### src/rtl/cpu_ifetch_queue.sv
// Decoupling instruction queue between fetch and decode: a small circular buffer
// of (PC, instruction) pairs with a synchronous flush for redirects.

package rapid_pkg;
    localparam int XLEN = 32;
    localparam logic [XLEN-1:0] NOOP_INSTRUCTION = 32'h0000_0013;
endpackage

module cpu_ifetch_queue
    import rapid_pkg::*;
#(
    parameter int DEPTH = 4
) (
    input  logic                       i_clk,
    input  logic                       i_reset,
    input  logic                       i_flush,
    input  logic                       i_if_valid,
    input  logic [XLEN-1:0]            i_if_pc,
    input  logic [XLEN-1:0]            i_if_instruction,
    output logic                       o_if_ready,
    output logic                       o_id_valid,
    output logic [XLEN-1:0]            o_id_pc,
    output logic [XLEN-1:0]            o_id_instruction,
    input  logic                       i_id_ready,
    output logic [$clog2(DEPTH+1)-1:0] o_count
);

    localparam int PTR_W = $clog2(DEPTH);
    localparam int CNT_W = $clog2(DEPTH+1);

    logic [XLEN-1:0]  pc_mem_r    [DEPTH];
    logic [XLEN-1:0]  instr_mem_r [DEPTH];
    logic [PTR_W-1:0] head_r;
    logic [PTR_W-1:0] tail_r;
    logic [CNT_W-1:0] count_r;

    logic not_full_s;
    logic not_empty_s;
    logic push_s;
    logic pop_s;

    // Handshake decode: ready/valid look only at registered occupancy, plus the flush kill.
    always_comb begin
        not_full_s  = (count_r != CNT_W'(DEPTH));
        not_empty_s = (count_r != {CNT_W{1'b0}});
        o_if_ready  = not_full_s && !i_flush;
        o_id_valid  = not_empty_s && !i_flush;
        push_s      = i_if_valid && o_if_ready;
        pop_s       = o_id_valid && i_id_ready;
        o_count     = count_r;
    end

    // Head presentation: invalid head shows the fetch bubble (pc 0, NOOP).
    always_comb begin
        o_id_pc          = {XLEN{1'b0}};
        o_id_instruction = NOOP_INSTRUCTION;
        if (o_id_valid) begin
            o_id_pc          = pc_mem_r[head_r];
            o_id_instruction = instr_mem_r[head_r];
        end else begin
            o_id_pc          = {XLEN{1'b0}};
            o_id_instruction = NOOP_INSTRUCTION;
        end
    end

    // Entry storage write; contents need no reset since occupancy gates visibility.
    always_ff @(posedge i_clk) begin
        if (push_s) begin
            pc_mem_r[tail_r]    <= i_if_pc;
            instr_mem_r[tail_r] <= i_if_instruction;
        end
    end

    // Pointer and occupancy state; pointers wrap naturally at power-of-two depth.
    always_ff @(posedge i_clk or posedge i_reset) begin
        if (i_reset) begin
            head_r  <= {PTR_W{1'b0}};
            tail_r  <= {PTR_W{1'b0}};
            count_r <= {CNT_W{1'b0}};
        end else if (i_flush) begin
            head_r  <= {PTR_W{1'b0}};
            tail_r  <= {PTR_W{1'b0}};
            count_r <= {CNT_W{1'b0}};
        end else begin
            if (push_s) begin
                tail_r <= tail_r + PTR_W'(1);
            end
            if (pop_s) begin
                head_r <= head_r + PTR_W'(1);
            end
            case ({push_s, pop_s})
                2'b10:   count_r <= count_r + CNT_W'(1);
                2'b01:   count_r <= count_r - CNT_W'(1);
                default: count_r <= count_r;
            endcase
        end
    end

endmodule

### config.mk
export PLATFORM = sky130hd
export DESIGN_NAME = cpu_ifetch_queue
export DESIGN_NICKNAME = d
export VERILOG_FILES = /design/src/rtl/cpu_ifetch_queue.sv
export SDC_FILE = /design/constraint.sdc
export NUM_CORES = 1
export LEC_CHECK = 0
export CORE_MARGIN = 2
export CORE_UTILIZATION = 45
export CTS_CLUSTER_DIAMETER = 80
export DETAILED_ROUTE_END_ITERATION = 7
export PLACE_DENSITY = 0.7
export SYNTH_ARGS = -nofsm -noshare
export SYNTH_HDL_FRONTEND = slang
export SYNTH_SLANG_ARGS = --single-unit
### constraint.sdc
create_clock -name i_clk -period 3.1 [get_ports i_clk]
set_input_delay 0.62 -clock i_clk [delete_from_list [all_inputs] [get_ports i_clk]]
set_output_delay 0.62 -clock i_clk [all_outputs]
set_load 0.01 [all_outputs]
# Word level (Yosys, flattened, before mapping)
# Memories as Yosys holds them, arrays and structs flattened.
# Cells that the tools add are included.
[op_classes]
eq_ne = 3
n_addsub = 4
reduce_logical = 9
mux = 10
[ops]
columns = ["cell", "n"]
rows = [
  ["$mux 32", 2],
  ["$mux 2", 4],
  ["$pmux 3 s2", 1],
  ["$reduce_bool 3->1", 2],
  ["$add 2x1->2 const B", 2],
  ["$logic_and 1x1->1", 4],
  ["$reduce_bool 2->1", 2],
  ["$add 3x1->3 const B", 1],
  ["$mux 3", 1],
  ["$ne 3x3->1 const B", 1],
  ["$sub 3x1->3 const B", 1],
  ["$eq 2x1->1 const B", 1],
  ["$eq 2x2->1 const B", 1],
  ["$mux 1", 2],
  ["$logic_not 1->1", 1],
]
[totals]
ff_bits = 7
memories = 2
input_bits = 69
mem_bits_rw = 256
word_cells = 31
[memory_table]
columns = ["memory", "depth", "width", "rd", "rd_clocked_by_memory_dff", "wr", "line_no", "source"]
rows = [
  ["instr_mem_r", 4, 32, 1, 0, 1, "32", "logic [XLEN-1:0] instr_mem_r [DEPTH];"],
  ["pc_mem_r", 4, 32, 1, 0, 1, "31", "logic [XLEN-1:0] pc_mem_r [DEPTH];"],
]

# Longest topological paths before layout
# Gate-level depths: netlist of the first run.
[depth]
depth_word = 6
ltp_mapped = 9

# Worst setup path before layout of the first run
# No wires, ideal clock.
[synth_path]
path_kind = "input port to flip-flop"
from = "input i_if_valid"
to = "memory instr_mem_r[0][0], enable pin"
arrival_time_ns = 2.808
n_path_buf = 2
setup_time_ns = 0.429
path_slack_ns = -0.137
stages = 5
t_required_ns = 2.671
path_cell_list = "buf_2 -> inv_1 -> a211oi_2 -> buf_2 -> and2_1"
[synth_between]
elab_chain_cells = 3
[synth_lines]
columns = ["item", "line_no", "source"]
rows = [
  ["start: declaration", "17", "input logic i_if_valid,"],
  ["$logic_and 1x1->1", "48", "push_s = i_if_valid && o_if_ready;"],
  ["$mux 1", "68", "if (push_s) begin"],
  ["$mux 1 (not written as such)", "70", "instr_mem_r[tail_r] <= i_if_instruction;"],
  ["end: declaration", "32", ""],
]
# Every way passes these cells.

# Worst setup path after layout of the first run
[layout_path]
from = "register head_r[0]"
to = "output o_id_instruction[1]"
[layout_between]
elab_chain_cells = 2
[layout_lines]
columns = ["item", "line_no", "source"]
rows = [
  ["start: declaration", "33", "logic [PTR_W-1:0] head_r;"],
  ["start signal: assignment", "77", "head_r <= {PTR_W{1'b0}};"],
  ["start signal: assignment", "81", "head_r <= {PTR_W{1'b0}};"],
  ["start signal: assignment", "89", "head_r <= head_r + PTR_W'(1);"],
  ["$mem_v2 4x32", "--", ""],
  ["$mux 32", "57", "if (o_id_valid) begin"],
  ["end: declaration", "23", "output logic [XLEN-1:0] o_id_instruction,"],
]
# Every way passes these cells.

==> flow_metrics.env, run 1 <==
export IMPL_die_h_um=155
export IMPL_clkSinkCount=263
export IMPL_wl_met2_mm=10.1
export IMPL_swShare_pct=21.6
export IMPL_rows=55
export IMPL_drt_initial_drc_count=143
export IMPL_synth_most_common_cell="edfxtp_1"
export IMPL_period_needed_ns=3.05
export IMPL_finalHoldViolCount=0
export IMPL_vdd_drop_max_mv=0.389
export IMPL_dp_hpwl_mm=11.9
export IMPL_fin_ws_ns=0.0454
export IMPL_layout_drive_gt1_share_pct=24.4
export IMPL_critical_path_startpoint_type="flop"
export IMPL_port_buffers=137
export IMPL_top_layer_used="met4"
export IMPL_cap_violations=0
export IMPL_hold_buffers=0
export IMPL_yosysTopAreaCell="edfxtp_1"
export IMPL_worst_skew_pair_late_latency_ns=0.52
export IMPL_p_int_mw=6.61
export IMPL_htree_levels=1
export IMPL_outcome="complete, no violations"
export IMPL_finalSetupViolCount=0
export IMPL_yosysSeqAreaShare_pct=77.1
export IMPL_cts_buffer_depth=3
export IMPL_synth_nets=541
export IMPL_async_reset_ff_share_pct=2.66
export IMPL_p_per_area_nw_per_um2=630
export IMPL_tightest_slew_ns=0.419
export IMPL_start_util_pct=45.5
export IMPL_yosys_warnings=0
export IMPL_die_width_um=155
export IMPL_synth_area_sq_um=10200
export IMPL_grt_max_degree=34
export IMPL_arrival_ns=2.43
export IMPL_rsz0062_at_grt="true"
export IMPL_p_leak_nw=4.89
export IMPL_comb_power_share_pct=13.9
export IMPL_maxSlewHeadroom_pct=72.0
export IMPL_wl_met1_mm=8.25
export IMPL_fin_util_pct=59.6
export IMPL_area_delta_synth_final_pct=31.0
export IMPL_netlist_area_leader_share_pct=75.3
export IMPL_synth_edf_count=256
export IMPL_dp_slack_ns=0.236
export IMPL_vias=5020
export IMPL_core_sq_um=22400
export IMPL_fin_cells=962
export IMPL_ys_types=31
export IMPL_period_share_pct=98.5
export IMPL_synth_area_top_cells="edfxtp_1, mux4_2, and2_1, dfrtp_1, buf_2"
export IMPL_via_per_inst=5.22
export IMPL_fmax_mhz=327
export IMPL_crit_type="reg2out"
export IMPL_grt_pass1_vias=5336
export IMPL_gr_total_overflow=0
export IMPL_maxSlewViolCount=0
export IMPL_crit_fanout=5
export IMPL_fin_tns_setup_ns=0
export IMPL_antenna_found_initial=0
export IMPL_dp_cells=883
export IMPL_syn_inst=467
export IMPL_cts_inserted_buffers=27
export IMPL_min_path_type="in2async"
export IMPL_first_pass_iters=4
export IMPL_syn_area_per_cell_sq_um=21.8
export IMPL_ioPinCount=138
export IMPL_fin_nets=730
export IMPL_cts_root_buf="clkbuf_16"
export IMPL_clock_power_share_pct=37.5
export IMPL_gr_usage_all_layers_pct=16.5
export IMPL_skew_ns=0.0165
export IMPL_n_antenna_cell=0
export IMPL_place_congestion=0.713
export IMPL_dr_wl_met3_um=858
export IMPL_drcViolationCount=0
export IMPL_p_switching_mw=1.82
export IMPL_ys_flop_type="edfxtp_1"
export IMPL_ys_ff_latch=263
export IMPL_yosys_top_cells_count="edfxtp_1, and2_1, mux4_2"
export IMPL_clk_pin_slew_ns=0.06
export IMPL_antenna_left=0
export IMPL_cp_data_required_time_ns=2.48
export IMPL_fp_dieArea_sq_um=23900
export IMPL_grt_first_pass_wirelength_mm=30.3
export IMPL_routed_wl_mm=19.6
export IMPL_cts_tree="yes"
export IMPL_worst_setup_path_end_kind="output port"
export IMPL_wl_per_cell_um=20.3
export IMPL_seqPwrFrac_pct=48.5
[through the flow]
stage               hold slack (ns)  area (sq um)  power [mW]
global placement              0.565         12100        5.21
detailed placement            0.593         12100        5.23
floorplan                     0.423         10200        4.73
finish                        0.412         13400        8.43
global route                  0.412         13400        8.75
CTS                           0.389         13100        8.46
[cell families (layout without fill, tap and decap cells)]
| kind of cell | after synthesis | count (layout) | synth area share (%) |
|---|---|---|---|
| flip-flops | 263 | 263 | 77.1 |
| multiplexers | 66 | 66 | 14.3 |
| XOR/XNOR | 5 | 5 | 0.429 |
| buffers and inverters | 31 | 241 | 1.67 |
| AND/OR/NAND/NOR | 85 | 85 | 5.00 |
| adder cells (fa/ha/maj) | 5 | 5 | 0.687 |
| AO/OA/AOI/OAI | 12 | 12 | 0.810 |
[flip-flops by register name (all words and copies together) (netlist names)]
register     cells
instr_mem_r    128
pc_mem_r       128
o_count          3
head_r           2
tail_r           2
[per-layer routing]
| metal | GRT usage (%) | vias up |
|---|---|---|
| met5 | 0 | - |
| met4 | 3.79 | 0 |
| met3 | 2.94 | 32 |
| met2 | 29.0 | 132 |
| met1 | 21.7 | 2590 |
| li1 | - | 2266 |
[worst paths after layout]
check / startpoint / to / slack [ns] / cells after the start
min: i_reset / tail_r[0] / 0.41 / 2
max reg2reg: o_count[0] / instr_mem_r[1][17] / 1.01 / 4
min reg2reg: tail_r[0] / tail_r[0] / 0.61 / 1
max in group asynchronous: i_reset / head_r[0] / 2.42 / 2
min in group i_clk: tail_r[0] / tail_r[0] / 0.61 / 1
max: head_r[0] / o_id_instruction[1] / 0.05 / 5
[area by class of cell]
type / instances / area, sq um
multi-input cells: 173 / 2190
inverters: 6 / 22.5
repair buffers: 185 / 2040
clock inverters: 19 / 188
clock buffers: 31 / 701
flip-flops and latches: 263 / 7870
well taps: 285 / 357
fillers: 1618 / 9060
[power groups by stage]
stage | logic, mW | clock network (mW) | registers, mW
after floorplan | 0.580 | 0 | 4.15
final | 1.18 | 3.16 | 4.09
after global routing | 1.27 | 3.39 | 4.10
after detailed placement | 1.05 | 0 | 4.19
after CTS | 1.13 | 3.24 | 4.09
after global placement | 1.03 | 0 | 4.17
[cells in the final DEF (no fill, tap or decap), types with 5 or more instances in the layout]
cell             instances
inv_1                    6
clkdlybuf4s50_1         90
and2_1                  61
edfxtp_1               256
clkinv_2                 5
dlygate4sd2_1           19
nor2_1                   8
dfrtp_1                  5
dlymetal6s2s_1          28
mux4_2                  64
clkbuf_16               27
buf_12                  14
buf_4                   28
[worst max-delay path, stage by stage, from the launching register on]
cell and delay, ns:
dfrtp_4 0.43, buf_12 0.16, buf_12 0.13, mux4_2 0.50
or3_1 0.37, dlygate4sd2_1 0.31
[what timing repair did]
item / CTS / global route
endpoints found under the setup margin: 56 / 41
gates cloned: 1 / 0
gates resized for setup: 26 / 32
buffers inserted: 6 / 22
No activity file was read; power rests on OpenSTA's default activity.
==> run 2: changes to the inputs <==
--- a/config.mk
+++ b/config.mk
@@ -9,7 +9,9 @@
 export CORE_UTILIZATION = 45
 export CTS_CLUSTER_DIAMETER = 80
 export DETAILED_ROUTE_END_ITERATION = 7
+export HOLD_SLACK_MARGIN = 0.06
 export PLACE_DENSITY = 0.7
+export REMOVE_ABC_BUFFERS = 1
 export SYNTH_ARGS = -nofsm -noshare
 export SYNTH_HDL_FRONTEND = slang
 export SYNTH_SLANG_ARGS = --single-unit
==> run 2 against run 1 <==
Effect of this change: cell count decreased by 0.83%; clock power decreased by 2%; power decreased by 1.1%; core utilization decreased by 0.59 points; design area decreased by 0.98%.
==> flow_metrics.env, run 2 (synthesis results as in run 1) <==
export IMPL_clk_pin_slew_ns=0.06
export IMPL_fmax_mhz=332
export IMPL_worst_setup_path_end_kind="output port"
export IMPL_antenna_found_initial=1
export IMPL_critical_path_startpoint_type="flop"
export IMPL_cap_violations=0
export IMPL_finalSetupViolCount=0
export IMPL_vias=5047
export IMPL_port_buffers=137
export IMPL_finalHoldViolCount=0
export IMPL_gr_usage_all_layers_pct=16.8
export IMPL_die_width_um=155
export IMPL_wl_per_cell_um=20.5
export IMPL_period_share_pct=97.1
export IMPL_skew_ns=0.0162
export IMPL_fin_tns_setup_ns=0
export IMPL_drt_initial_drc_count=279
export IMPL_vdd_drop_max_mv=0.521
export IMPL_grt_max_degree=37
export IMPL_seqPwrFrac_pct=49.2
export IMPL_clock_power_share_pct=37.1
export IMPL_gr_total_overflow=0
export IMPL_final_common_cell="edfxtp_1"
export IMPL_place_congestion=0.740
export IMPL_ioPinCount=138
export IMPL_core_sq_um=22400
export IMPL_area_delta_synth_final_pct=29.8
export IMPL_layout_common_cells="edfxtp_1, clkdlybuf4s50_1, mux4_2"
export IMPL_tightest_slew_ns=0.470
export IMPL_drcViolationCount=0
export IMPL_first_pass_iters=4
export IMPL_htree_levels=1
export IMPL_period_needed_ns=3.01
export IMPL_outcome="complete, no violations"
export IMPL_grt_pass1_vias=5435
export IMPL_worst_skew_pair_late_latency_ns=0.51
export IMPL_maxSlewViolCount=0
export IMPL_maxSlewHeadroom_pct=67.9
export IMPL_layout_drive_gt1_share_pct=22.9
export IMPL_start_util_pct=45.5
export IMPL_crit_fanout=12
export IMPL_cts_tree="yes"
export IMPL_cts_buffer_depth=3
export IMPL_min_path_type="in2async"
export IMPL_arrival_ns=2.39
export IMPL_grt_first_pass_wirelength_mm=31.1
export IMPL_p_leak_nw=4.63
export IMPL_fp_dieArea_sq_um=23900
export IMPL_routed_wl_mm=19.6
export IMPL_clkSinkCount=263
export IMPL_crit_type="reg2out"
export IMPL_cts_inserted_buffers=27
export IMPL_p_per_area_nw_per_um2=630
export IMPL_fin_cells=954
export IMPL_fin_nets=723
export IMPL_p_switching_mw=1.79
export IMPL_comb_power_share_pct=13.7
export IMPL_swShare_pct=21.5
export IMPL_via_per_inst=5.29
export IMPL_rows=55
export IMPL_die_h_um=155
export IMPL_dp_hpwl_mm=11.6
export IMPL_cp_data_required_time_ns=2.48
export IMPL_dp_cells=883
export IMPL_cts_root_buf="clkbuf_16"
export IMPL_fillers=1668
export IMPL_p_int_mw=6.55
export IMPL_n_antenna_cell=0
export IMPL_antenna_left=0
==> run 2: what timing repair did <==
action | 4_1_cts | 5_1_grt
gates resized for setup | 61 | 7
setup endpoints to repair | 51 | 6
cloned | 2 | 0
buffers inserted | 13 | 7
hold endpoints to repair | 0 | 0
hold buffers | 0 | 0
==> run 2: path summary, 6_finish.rpt <==
| check | startpoint | slack (ns) | cells past startpoint | endpoint |
|---|---|---|---|---|
| worst min-delay path | i_reset | 0.35 | 2 | head_r[1] |
| worst max register to register | o_count[2] | 1.09 | 8 | o_count[1] |
| min in group i_clk | tail_r[0] | 0.61 | 1 | tail_r[0] |
| max in group asynchronous | i_reset | 2.49 | 2 | head_r[0] |
| worst max-delay path | head_r[0] | 0.09 | 5 | o_id_instruction[4] |
| worst min register to register | tail_r[0] | 0.61 | 1 | tail_r[0] |
==> run 2: worst max-delay path, stage by stage (launching register included) <==
cell and delay (ns):
dfrtp_4 0.54, buf_16 0.17, buf_4 0.13, mux4_2 0.42, or3_1 0.32, dlygate4sd2_1 0.29
==> run 2: cell type report <==
| type | instances | area [sq um] | share of cell area, % |
|---|---|---|---|
| Sequential cell | 263 | 7870 | 59.5 |
| Multi-Input combinational cell | 173 | 2190 | 16.6 |
| Timing Repair Buffer | 178 | 1940 | 14.6 |
| Clock buffer | 32 | 694 | 5.25 |
| Tap cell | 285 | 357 | 2.69 |
| Clock inverter | 17 | 163 | 1.23 |
| Inverter | 6 | 22.5 | 0.170 |
==> run 2: stage by stage <==
stage          setup WS [ns]  utilization [%]  total power, mW  hold WS (ns)  cell area [sq um]
2_1_floorplan          -1.12                -             4.71         0.423              10100
3_3_place_gp           0.258             54.0             5.20         0.576              12100
3_5_place_dp           0.236             54.0             5.22         0.598              12100
4_1_cts              -0.0390             58.6             8.41         0.342              13200
5_1_grt             -0.00509             59.0             8.68         0.353              13200
6_report              0.0897             59.0             8.33         0.352              13200
==> run 2: layer usage <==
| metal | vias up | global-route usage [%] | routed length (um) |
|---|---|---|---|
| li1 | 2251 | - | - |
| met1 | 2627 | 23.0 | 8480 |
| met2 | 141 | 28.6 | 9770 |
| met3 | 26 | 3.67 | 1120 |
| met4 | 2 | 2.91 | 208 |
| met5 | - | 0 | 13 |
==> run 2: power groups by stage <==
stage,registers (mW),logic (mW),clock network (mW)
5_1_grt,4.11,1.24,3.33
6_report,4.10,1.14,3.09
4_1_cts,4.10,1.13,3.18
2_1_floorplan,4.23,0.484,0
3_5_place_dp,4.17,1.05,0
3_3_place_gp,4.16,1.04,0
